[src/rtl/lsp_wegt_pkg.sv]
// Shared constants, FSM state type and ETSI-style saturating arithmetic
// helpers for the LSP weighting-coefficient generator.
package lsp_wegt_pkg;

  localparam logic signed [15:0] PI04    = 16'sd1029;
  localparam logic signed [15:0] PI92    = 16'sd23677;
  localparam logic signed [15:0] CONST10 = 16'sd20480;
  localparam logic signed [15:0] CONST12 = 16'sd19661;
  localparam logic signed [15:0] OFFS    = 16'sd8192;
  localparam logic signed [15:0] BASE    = 16'sd2048;

  typedef enum logic [2:0] {
    ST_IDLE,
    ST_LOAD,
    ST_DIFF,
    ST_WEIGHT,
    ST_EMPH,
    ST_MAX,
    ST_NORM,
    ST_OUT
  } wegt_state_e;

  function automatic logic signed [15:0] add_sat16(input logic signed [15:0] a,
                                                   input logic signed [15:0] b);
    logic signed [16:0] s;
    s = {a[15], a} + {b[15], b};
    if (s > 17'sd32767) return 16'sh7fff;
    if (s < -17'sd32768) return 16'sh8000;
    return s[15:0];
  endfunction

  function automatic logic signed [15:0] sub_sat16(input logic signed [15:0] a,
                                                   input logic signed [15:0] b);
    logic signed [16:0] s;
    s = {a[15], a} - {b[15], b};
    if (s > 17'sd32767) return 16'sh7fff;
    if (s < -17'sd32768) return 16'sh8000;
    return s[15:0];
  endfunction

  // 2ab; only (-32768)^2 overflows the doubled product.
  function automatic logic signed [31:0] l_mult(input logic signed [15:0] a,
                                                input logic signed [15:0] b);
    logic signed [31:0] p;
    if (a == 16'sh8000 && b == 16'sh8000) return 32'sh7fffffff;
    p = {{16{a[15]}}, a} * {{16{b[15]}}, b};
    return {p[30:0], 1'b0};
  endfunction

  function automatic logic signed [31:0] l_shl_sat32(input logic signed [31:0] x,
                                                     input logic [4:0] n);
    logic signed [63:0] e;
    e = {{32{x[31]}}, x};
    e = e <<< n;
    if (e > 64'sd2147483647) return 32'sh7fffffff;
    if (e < -64'sd2147483648) return 32'sh80000000;
    return e[31:0];
  endfunction

  function automatic logic signed [15:0] shl_sat16(input logic signed [15:0] x,
                                                   input logic [3:0] n);
    logic signed [31:0] e;
    e = {{16{x[15]}}, x};
    e = e <<< n;
    if (e > 32'sd32767) return 16'sh7fff;
    if (e < -32'sd32768) return 16'sh8000;
    return e[15:0];
  endfunction

  function automatic logic signed [15:0] hi16(input logic signed [31:0] x);
    return x[31:16];
  endfunction

endpackage

[src/rtl/lsp_weight_gen_if.sv]
// LSP input stream and weight output stream of the generator.
// master: LSP buffer / codebook search side; slave: the generator.
interface lsp_weight_gen_if;
  logic        lsp_valid;
  logic        lsp_ready;
  logic [15:0] lsp_data;
  logic        wegt_valid;
  logic        wegt_ready;
  logic [15:0] wegt_data;
  logic        wegt_last;

  modport master (output lsp_valid, lsp_data, wegt_ready,
                  input  lsp_ready, wegt_valid, wegt_data, wegt_last);
  modport slave  (input  lsp_valid, lsp_data, wegt_ready,
                  output lsp_ready, wegt_valid, wegt_data, wegt_last);
endinterface

[src/rtl/lsp_wegt_norm_s.sv]
// Leading-sign count of a 16-bit signed value (norm_s); norm_s(0) = 0.
module lsp_wegt_norm_s (
  input  logic signed [15:0] x_i,
  output logic [3:0]         sft_o
);
  logic [14:0] mag;
  logic        found;

  // count redundant sign bits below bit 15
  always_comb begin
    mag   = x_i[15] ? ~x_i[14:0] : x_i[14:0];
    sft_o = 4'd0;
    found = 1'b0;
    for (int b = 14; b >= 0; b--) begin
      if (!found) begin
        if (mag[b]) found = 1'b1;
        else        sft_o = sft_o + 4'd1;
      end
    end
    if (x_i == 16'sd0) sft_o = 4'd0;
  end
endmodule

[src/rtl/lsp_weight_gen.sv]
// LSP weighting-coefficient generator (Get_wegt, order M).
// Optional build macro LSP_WEGT_NORM_EN: adds MAX/NORM passes and
// normalises the streamed weights; otherwise raw weights, sft_out = 0.
//
// state  | meaning
// IDLE   | waiting for flsp[0]
// LOAD   | collecting flsp[1..M-1]
// DIFF   | buf[i] from neighbouring LSPs, one index per cycle
// WEIGHT | buf[i] -> w[i]
// EMPH   | CONST12 scaling of w[EMPH_LO] and w[EMPH_HI]
// MAX    | running max of w[]
// NORM   | shift = norm_s(max)
// OUT    | stream w[i] << shift with backpressure
module lsp_weight_gen
  import lsp_wegt_pkg::*;
#(
  parameter int M       = 10,
  parameter int EMPH_LO = 4,
  parameter int EMPH_HI = 5
) (
  input  logic             clk,
  input  logic             reset,
  lsp_weight_gen_if.slave  bus,
  output logic [3:0]       sft_out,
  output logic             busy
);
  localparam int IW = $clog2(M);
  localparam int CW = IW + 1;
  localparam logic [CW-1:0] CNT_LAST = CW'(M - 1);
  localparam logic [CW-1:0] CNT_M    = CW'(M);
  localparam bit TWO_EMPH = (EMPH_LO != EMPH_HI);

  wegt_state_e        state_q, state_d;
  logic [CW-1:0]      cnt_q, cnt_d;
  logic [IW-1:0]      idx, idx_p1, idx_m1, eidx;
  logic               armed_q;
  logic               lsp_fire, wegt_fire;
  logic signed [15:0] flsp_q [M];
  logic signed [15:0] work_q [M];
  logic signed [15:0] diff_v, out_w;

`ifdef LSP_WEGT_NORM_EN
  logic signed [15:0] max_q;
  logic [3:0]         sft_q, norm_sft;

  lsp_wegt_norm_s u_norm (.x_i(max_q), .sft_o(norm_sft));
`endif

  function automatic logic signed [15:0] calc_w(input logic signed [15:0] b);
    logic signed [15:0] t;
    if (b > 16'sd0) return BASE;
    t = hi16(l_shl_sat32(l_mult(b, b), 5'd2));
    t = hi16(l_shl_sat32(l_mult(t, CONST10), 5'd2));
    return add_sat16(t, BASE);
  endfunction

  function automatic logic signed [15:0] calc_emph(input logic signed [15:0] w);
    return hi16(l_shl_sat32(l_mult(w, CONST12), 5'd1));
  endfunction

  assign idx    = cnt_q[IW-1:0];
  assign idx_p1 = idx + IW'(1);
  assign idx_m1 = idx - IW'(1);
  assign eidx   = (cnt_q == '0) ? IW'(EMPH_LO) : IW'(EMPH_HI);

  assign bus.lsp_ready = armed_q &&
                         ((state_q == ST_IDLE) || (state_q == ST_LOAD && cnt_q != CNT_M));
  assign lsp_fire      = bus.lsp_valid && bus.lsp_ready;
  assign bus.wegt_valid = (state_q == ST_OUT);
  assign bus.wegt_last  = bus.wegt_valid && (cnt_q == CNT_LAST);
  assign wegt_fire      = bus.wegt_valid && bus.wegt_ready;
  assign busy           = (state_q != ST_IDLE);

`ifdef LSP_WEGT_NORM_EN
  assign out_w   = shl_sat16(work_q[idx], sft_q);
  assign sft_out = sft_q;
`else
  assign out_w   = work_q[idx];
  assign sft_out = 4'd0;
`endif
  assign bus.wegt_data = bus.wegt_valid ? out_w : '0;

  // lsp_ready stays low for the first cycle after reset
  always_ff @(posedge clk) begin
    if (reset) armed_q <= 1'b0;
    else       armed_q <= 1'b1;
  end

  // state and index register
  always_ff @(posedge clk) begin
    if (reset) begin
      state_q <= ST_IDLE;
      cnt_q   <= '0;
    end else begin
      state_q <= state_d;
      cnt_q   <= cnt_d;
    end
  end

  // next state and index sequencing
  always_comb begin
    state_d = state_q;
    cnt_d   = cnt_q;
    case (state_q)
      ST_IDLE: if (lsp_fire) begin
        state_d = ST_LOAD;
        cnt_d   = CW'(1);
      end
      ST_LOAD: begin
        if (cnt_q == CNT_M) begin
          state_d = ST_DIFF;
          cnt_d   = '0;
        end else if (lsp_fire) begin
          cnt_d = cnt_q + CW'(1);
        end
      end
      ST_DIFF: begin
        if (cnt_q == CNT_LAST) begin
          state_d = ST_WEIGHT;
          cnt_d   = '0;
        end else cnt_d = cnt_q + CW'(1);
      end
      ST_WEIGHT: begin
        if (cnt_q == CNT_LAST) begin
          state_d = ST_EMPH;
          cnt_d   = '0;
        end else cnt_d = cnt_q + CW'(1);
      end
      ST_EMPH: begin
        if (TWO_EMPH && cnt_q == '0) begin
          cnt_d = CW'(1);
        end else begin
          cnt_d = '0;
`ifdef LSP_WEGT_NORM_EN
          state_d = ST_MAX;
`else
          state_d = ST_OUT;
`endif
        end
      end
      ST_MAX: begin
        if (cnt_q == CNT_LAST) begin
          state_d = ST_NORM;
          cnt_d   = '0;
        end else cnt_d = cnt_q + CW'(1);
      end
      ST_NORM: begin
        state_d = ST_OUT;
        cnt_d   = '0;
      end
      ST_OUT: if (wegt_fire) begin
        if (cnt_q == CNT_LAST) begin
          state_d = ST_IDLE;
          cnt_d   = '0;
        end else cnt_d = cnt_q + CW'(1);
      end
      default: begin
        state_d = ST_IDLE;
        cnt_d   = '0;
      end
    endcase
  end

  // neighbour difference for the current DIFF index; ends use fixed guards
  always_comb begin
    diff_v = '0;
    if (idx == '0)
      diff_v = sub_sat16(flsp_q[1], PI04 + OFFS);
    else if (cnt_q == CNT_LAST)
      diff_v = sub_sat16(PI92 - OFFS, flsp_q[M-2]);
    else
      diff_v = sub_sat16(sub_sat16(flsp_q[idx_p1], flsp_q[idx_m1]), OFFS);
  end

  // datapath: load, buf -> w in place, emphasis, max and shift capture
  always_ff @(posedge clk) begin
    if (reset) begin
      for (int i = 0; i < M; i++) begin
        flsp_q[i] <= '0;
        work_q[i] <= '0;
      end
`ifdef LSP_WEGT_NORM_EN
      max_q <= '0;
      sft_q <= '0;
`endif
    end else begin
      case (state_q)
        ST_IDLE, ST_LOAD: if (lsp_fire) flsp_q[idx] <= $signed(bus.lsp_data);
        ST_DIFF: begin
          work_q[idx] <= diff_v;
`ifdef LSP_WEGT_NORM_EN
          max_q <= '0;
`endif
        end
        ST_WEIGHT: work_q[idx]  <= calc_w(work_q[idx]);
        ST_EMPH:   work_q[eidx] <= calc_emph(work_q[eidx]);
`ifdef LSP_WEGT_NORM_EN
        ST_MAX:  if (work_q[idx] > max_q) max_q <= work_q[idx];
        ST_NORM: sft_q <= norm_sft;
`endif
        default: ;
      endcase
    end
  end
endmodule

[src/flat_wrapper.sv]
// flat-port wrapper written by rule: the top's interface ports become plain ports
module lsp_weight_gen_flat import lsp_wegt_pkg::*;
#(
  parameter int M       = 10,
  parameter int EMPH_LO = 4,
  parameter int EMPH_HI = 5
)
  (clk, reset, sft_out, busy, bus_lsp_valid, bus_lsp_data, bus_wegt_ready, bus_lsp_ready, bus_wegt_valid, bus_wegt_data, bus_wegt_last);
  lsp_weight_gen_if bus_i ();
  input  logic clk;
  input  logic reset;
  output logic [3:0] sft_out;
  output logic busy;
  input wire logic [$bits(bus_i.lsp_valid)-1:0] bus_lsp_valid;
  input wire logic [$bits(bus_i.lsp_data)-1:0] bus_lsp_data;
  input wire logic [$bits(bus_i.wegt_ready)-1:0] bus_wegt_ready;
  output wire logic [$bits(bus_i.lsp_ready)-1:0] bus_lsp_ready;
  output wire logic [$bits(bus_i.wegt_valid)-1:0] bus_wegt_valid;
  output wire logic [$bits(bus_i.wegt_data)-1:0] bus_wegt_data;
  output wire logic [$bits(bus_i.wegt_last)-1:0] bus_wegt_last;
  assign bus_i.lsp_valid = bus_lsp_valid;
  assign bus_i.lsp_data = bus_lsp_data;
  assign bus_i.wegt_ready = bus_wegt_ready;
  assign bus_lsp_ready = bus_i.lsp_ready;
  assign bus_wegt_valid = bus_i.wegt_valid;
  assign bus_wegt_data = bus_i.wegt_data;
  assign bus_wegt_last = bus_i.wegt_last;
  lsp_weight_gen #(.M(M), .EMPH_LO(EMPH_LO), .EMPH_HI(EMPH_HI)) u_core (.clk(clk), .reset(reset), .bus(bus_i), .sft_out(sft_out), .busy(busy));
endmodule
[config.mk]
export PLATFORM = sky130hd
export DESIGN_NAME = lsp_weight_gen_flat
export DESIGN_NICKNAME = d
export VERILOG_FILES = /design/src/rtl/lsp_wegt_pkg.sv /design/src/rtl/lsp_weight_gen_if.sv /design/src/rtl/lsp_wegt_norm_s.sv /design/src/rtl/lsp_weight_gen.sv /design/src/flat_wrapper.sv
export SDC_FILE = /design/constraint.sdc
export NUM_CORES = 2
export LEC_CHECK = 0
export BUFFER_PORTS_ARGS = -buffer_cell sky130_fd_sc_hd__buf_2
export CAP_MARGIN = 20
export CORE_UTILIZATION = 40
export DETAILED_ROUTE_END_ITERATION = 16
export HOLD_SLACK_MARGIN = 0.12
export PLACE_DENSITY = 0.58
export SETUP_SLACK_MARGIN = 0.3
export SYNTH_ARGS = -nofsm -noshare
export SYNTH_HDL_FRONTEND = slang
export SYNTH_SLANG_ARGS = --single-unit
[constraint.sdc]
create_clock -name clk -period 22 [get_ports clk]
set_input_delay 2.2 -clock clk [delete_from_list [all_inputs] [get_ports clk]]
set_output_delay 2.2 -clock clk [all_outputs]
set_load 0.01 [all_outputs]
Yosys cells after proc, flatten, opt, wreduce, memory -nomap -nowiden
Memories as Yosys holds them, arrays and structs flattened. A register that Yosys moved wholly into a read port is not among the register bits.
Index checks and enable logic that the tools add are counted.

storage, ports and cells
  output and inout port bits = 24
  memories = 2
  logic and storage cells = 237
  memory bits (writable) = 320
  bits of input ports = 20
  flip-flop bits (word level) = 9

operators by class
  mux-type cells = 166
  bitwise operators = 1
  eq/ne operators = 20
  reduce and logical (&&, ||, !) cells = 17
  $lt $le $gt $ge = 17
  multipliers = 3
  $add $sub $neg = 8

memories
  memory         words  width  read ports  clocked after Yosys merged registers in  write ports  line                  RTL
  u_core.flsp_q  10     16     4           0                                        10           lsp_weight_gen.sv:38  logic signed [15:0] flsp_q [M];
  u_core.work_q  10     16     2           1                                        10           lsp_weight_gen.sv:39  logic signed [15:0] work_q [M];

operator list
  operator                                                                        count
  32-bit 2-to-1 mux                                                               25
  16-bit 2-to-1 mux                                                               33
  1-bit 2-to-1 mux                                                                88
  17-bit by 16-bit > comparator with 1-bit output, second input constant          5
  17-bit by 16-bit less-than comparator with 1-bit output, second input constant  5
  34-bit by 32-bit > comparator with 1-bit output, second input constant          2
  34-bit by 32-bit less-than comparator with 1-bit output, second input constant  2
  16-bit OR reduction                                                             3
  16-bit by 15-bit subtractor with 17-bit output, second input constant           2
  33-bit by 32-bit > comparator with 1-bit output, second input constant          1
  33-bit by 32-bit less-than comparator with 1-bit output, second input constant  1
  32-bit by 3-bit multiplier with 19-bit output, second input constant            1
  16-bit by 16-bit multiplier with 31-bit output                                  1
  16-bit by 16-bit multiplier with 31-bit output, second input constant           1
  5-bit one-hot mux with 6 select lines                                           1
  5-bit 2-to-1 mux                                                                5
  3-bit 2-to-1 mux                                                                8
  3-bit one-hot mux with 8 select lines                                           1
  4-bit 2-to-1 mux                                                                5
  16-bit by 13-bit adder with 17-bit output, second input constant                1
  15-bit by 16-bit subtractor with 17-bit output, first input constant            1
  16-bit by 16-bit subtractor with 17-bit output                                  1
  16-bit equality test, second input constant                                     1
  16-bit by 1-bit > comparator with 1-bit output, second input constant           1
  22 further kinds                                                                37

Depth between registers and ports, before layout
  depth after elaboration = 58
  mapped depth = 57
  depth with buffers taken out = 49

Worst setup path before layout
OpenSTA, ideal clock, no wires.

  path type = register -> register
  start point = register with a tool-made name
  end point = memory u_core.work_q[10][11], data pin
  period minus slack after synthesis = 13.551 ns
  required time = 21.678 ns
  setup slack = 8.449 ns
  arrival = 13.229 ns
  buffers on the path = 9
  stages on the path, launching flop included = 52
  setup time = 0.322 ns
  cells stage by stage = dfxtp_1 buf_6 buf_6 buf_6 mux4_2 a221o_1 buf_2 inv_2 clkbuf_1 nor2_1 fa_1 inv_1 fa_1 inv_1 fa_1 fa_1 fa_1 inv_1 [... 16 more ...] a2111oi_0 o211ai_1 a221oi_1 nor2b_1 o21a_1 or3_1 buf_2 nand3_1 clkbuf_1 o21ai_0 ha_1 clkbuf_1 nand2b_1 and4_1 a32oi_2 a2111oi_4 o41ai_2 nand2_1

RTL lines
  what       line
  to (decl)  lsp_weight_gen.sv:39

==> run summary <==
===============================================================================
DRC violation count after routing                                             0
Total Neg Setup Slack                                                      0 ps
Number of I/O port buffers                                                   39
Peak clock frequency supported by timing                               59.6 MHz
WS Path Type                                                       flop to flop
Vias in the first global route                                            28210
Classification of the worst-slack hold path                        flop to flop
Half-perimeter wire length after placement                              82.8 mm
Share of post-route cells with drive strength above 1                     14.7%
CP max-delay cell                                                  sky130_fd_sc_hd__fa_1
Number of hold violations in the final report                                 0
Netlist cell types                                                           89
Clock transition at the registers of the reported paths                   60 ps
Most common cell after layout, fill and taps aside                 sky130_fd_sc_hd__edfxtp_1
# clock sinks                                                               525
Clock Skews                                                             19.0 ps
Number of enable flip-flop cells after synthesis                            512
Startpoint type of the worst setup path                                    flop
Count of final max-slew check failures                                        0
Synthesis warning total                                                       0
Filler cell count in the final layout                                      9475
Wire length of the first global-routing pass                             175 mm
Post-Syn Instances                                                         3424
Cell type with the highest occurrence count on the critical path   sky130_fd_sc_hd__fa_1
Post-CTS setup buffers                                                        0
Overall die area                                                      0.104 mm2
CP arrival                                                             17010 ps
RSZ-0062 raised after global routing                                         no
# setup viols final                                                           0
Share of synthesized area occupied by flip-flops and latches              37.9%
Initial antenna violation count                                               1
DRT iter0 DRCs                                                             2479
Type of element capturing the critical path                                flop
Post-cts sizing count                                                         0
Count of H-tree levels built during CTS                                       2
Die boundary width                                                       323 um
Area growth from synthesis to layout                                      8.62%
Vias                                                                      27669
Hold buffer count at cts                                                      0
Layout net count                                                           4013
Maximum number of pins on one net before global-route repair                118
Num CTS Buffers                                                              49
Post-synth design cell area                                          0.0412 mm2
Period Utilization, post-route                                            76.2%
Effective utilization at floorplan                                        40.4%
Maximum fanout along the worst path                                          75
Yosys reg bits                                                              525
Via density per instance                                                   5.72
Sum of overflow across all layers after global routing                        0
Storage element area                                                 0.0156 mm2
RePlAce Congestion                                                        0.897
Drt total wl                                                             114 mm
Count of pins on the block boundary                                          44
Root Buffer                                                        sky130_fd_sc_hd__clkbuf_16
Status                                                             complete, no violations
Max-cap violations                                                            0
Core area                                                             0.102 mm2
Count of nets left with antenna violations after detail routing               0
Placement Rows                                                              117
Main synth FF type                                                 sky130_fd_sc_hd__edfxtp_1
Vert. Die Dim                                                            323 um
Final critical-path required period                                    16770 ps
Longest Clk Path Bufs                                                         3
Post-DR wirelength/cell                                                 23.6 um
Most frequent cells in the layout                                  512 x sky130_fd_sc_hd__edfxtp_1, 495 x sky130_fd_sc_hd__inv_1, 321 x sky130_fd_sc_hd__fa_1, 286 x sky130_fd_sc_hd__nor2_1, 242 x sky130_fd_sc_hd__ha_1
Critical path required time                                            22240 ps
Total global-route track usage                                            22.3%
Pre-antenna DRT Iters                                                         7
Antenna cells                                                                 0
Fraction of registers with async set or reset after synthesis                0%
Least-Margin Pin Slew                                                   1200 ps
Maximum cell stage delay along the critical path                         840 ps
Combined area of the multi-input logic cells                         0.0231 mm2
Clock tree from TritonCTS                                                  done
Clk_lat worst skew                                                       610 ps
Synthesized area per cell                                              12.0 um2
Worst max-slew margin expressed relative to the limit                     18.2%
===============================================================================
[path summary, 6_finish.rpt]
check / start / end / slack [ps] / cells past startpoint
worst max-delay path: flop / u_core.work_q[15][4]$_DFFE_PP_ / 5230 / 47
worst min-delay path: u_core.cnt_q[4]$_SDFFE_PP0P_ / u_core.cnt_q[4]$_SDFFE_PP0P_ / 580 / 2
worst max register to register: flop / u_core.work_q[15][4]$_DFFE_PP_ / 5230 / 47
worst min register to register: u_core.cnt_q[4]$_SDFFE_PP0P_ / u_core.cnt_q[4]$_SDFFE_PP0P_ / 580 / 2
[sequential cells by signal, indices dropped and copies added (netlist names), named ones only]
name / count
u_core.cnt_q: 5
u_core.flsp_q: 256
u_core.armed_q: 1
u_core.work_q: 256
u_core.state_q: 3
[layer usage]
layer	global-route usage (%)	share of wire, %	routed length, um
met1	29.8	41	47000
met3	2.37	5.9	6730
met5	0	0	0
met4	6.51	2.9	3300
met2	38.1	50	57200
[metrics by stage]
stage | cell area, um2 | hold slack (ps) | instances | worst slack (ps) | util, %
floorplan | 41300 | 502 | 3427 | 8450 | -
global placement | 43200 | 563 | 4745 | 5680 | 42.3
detailed placement | 43200 | 568 | 4746 | 5320 | 42.3
CTS | 44800 | 587 | 4835 | 5260 | 43.9
global route | 44800 | 654 | 4835 | 3920 | 43.9
finish | 44800 | 585 | 4835 | 5230 | 43.9
[cells by family (layout without fill, tap and decap cells)]
kind of cell	after synthesis	in the layout	synth area share, %
adder cells (fa/ha/maj)	568	568	23.0
other	1	4	0.00909
flip-flops	525	525	37.9
multiplexers	252	252	12.9
AO/OA/AOI/OAI	548	548	8.98
AND/OR/NAND/NOR	751	751	8.44
XOR/XNOR	104	104	2.23
buffers and inverters	675	715	6.47
[worst max-delay path: cells and delay by family, from the launching register on]
kind / cells / cell delay [ps]
compound gates: 16 / 4660
xor+xnor: 1 / 280
fa+ha+maj: 10 / 4920
buf+inv: 9 / 2730
flops: 1 / 670
mux: 1 / 630
simple gates: 10 / 2330
[layout make-up]
class	instances	share of cell area [%]
clock buffers	55	2.79
repair buffers	121	1.83
inverters	505	4.23
clock inverters	34	0.874
flip-flops and latches	525	34.9
multi-input cells	2227	51.5
well taps	1368	3.82
[Yosys cell counts, types with 10 or more instances]
library cell                instances  area, um2
sky130_fd_sc_hd__o21a_1            28        210
sky130_fd_sc_hd__xnor2_1           58        508
sky130_fd_sc_hd__o21bai_1          10       75.1
sky130_fd_sc_hd__a21oi_1          149        746
sky130_fd_sc_hd__a211oi_1          18        135
sky130_fd_sc_hd__fa_1             321       6430
sky130_fd_sc_hd__mux2_2            12        135
sky130_fd_sc_hd__ha_1             243       3040
sky130_fd_sc_hd__mux2i_1           17        170
sky130_fd_sc_hd__and2_1            54        338
sky130_fd_sc_hd__nand4_1           18        113
sky130_fd_sc_hd__nor2b_1           24        150
sky130_fd_sc_hd__buf_6             13        146
sky130_fd_sc_hd__edfxtp_1         512      15400
sky130_fd_sc_hd__nand2b_1          19        119
sky130_fd_sc_hd__nor3_1            32        160
sky130_fd_sc_hd__nand3_1           46        230
sky130_fd_sc_hd__or3_1             11       68.8
sky130_fd_sc_hd__a31oi_1           93        582
sky130_fd_sc_hd__nand2_1          186        698
sky130_fd_sc_hd__buf_1             21       78.8
sky130_fd_sc_hd__xor2_1            45        394
sky130_fd_sc_hd__a21o_1            26        195
sky130_fd_sc_hd__inv_1            495       1860
sky130_fd_sc_hd__buf_2             10       50.1
sky130_fd_sc_hd__a2111oi_0         15        131
sky130_fd_sc_hd__clkbuf_1         119        447
sky130_fd_sc_hd__nor2_1           292       1100
sky130_fd_sc_hd__and3_1            22        138
sky130_fd_sc_hd__o21ai_0           87        435
sky130_fd_sc_hd__dfxtp_1           13        260
sky130_fd_sc_hd__mux4_2           223       5020
Power is left out: the tool's default activity adds up to more than one toggle a clock period on the data nets, which glitch-free logic cannot reach.
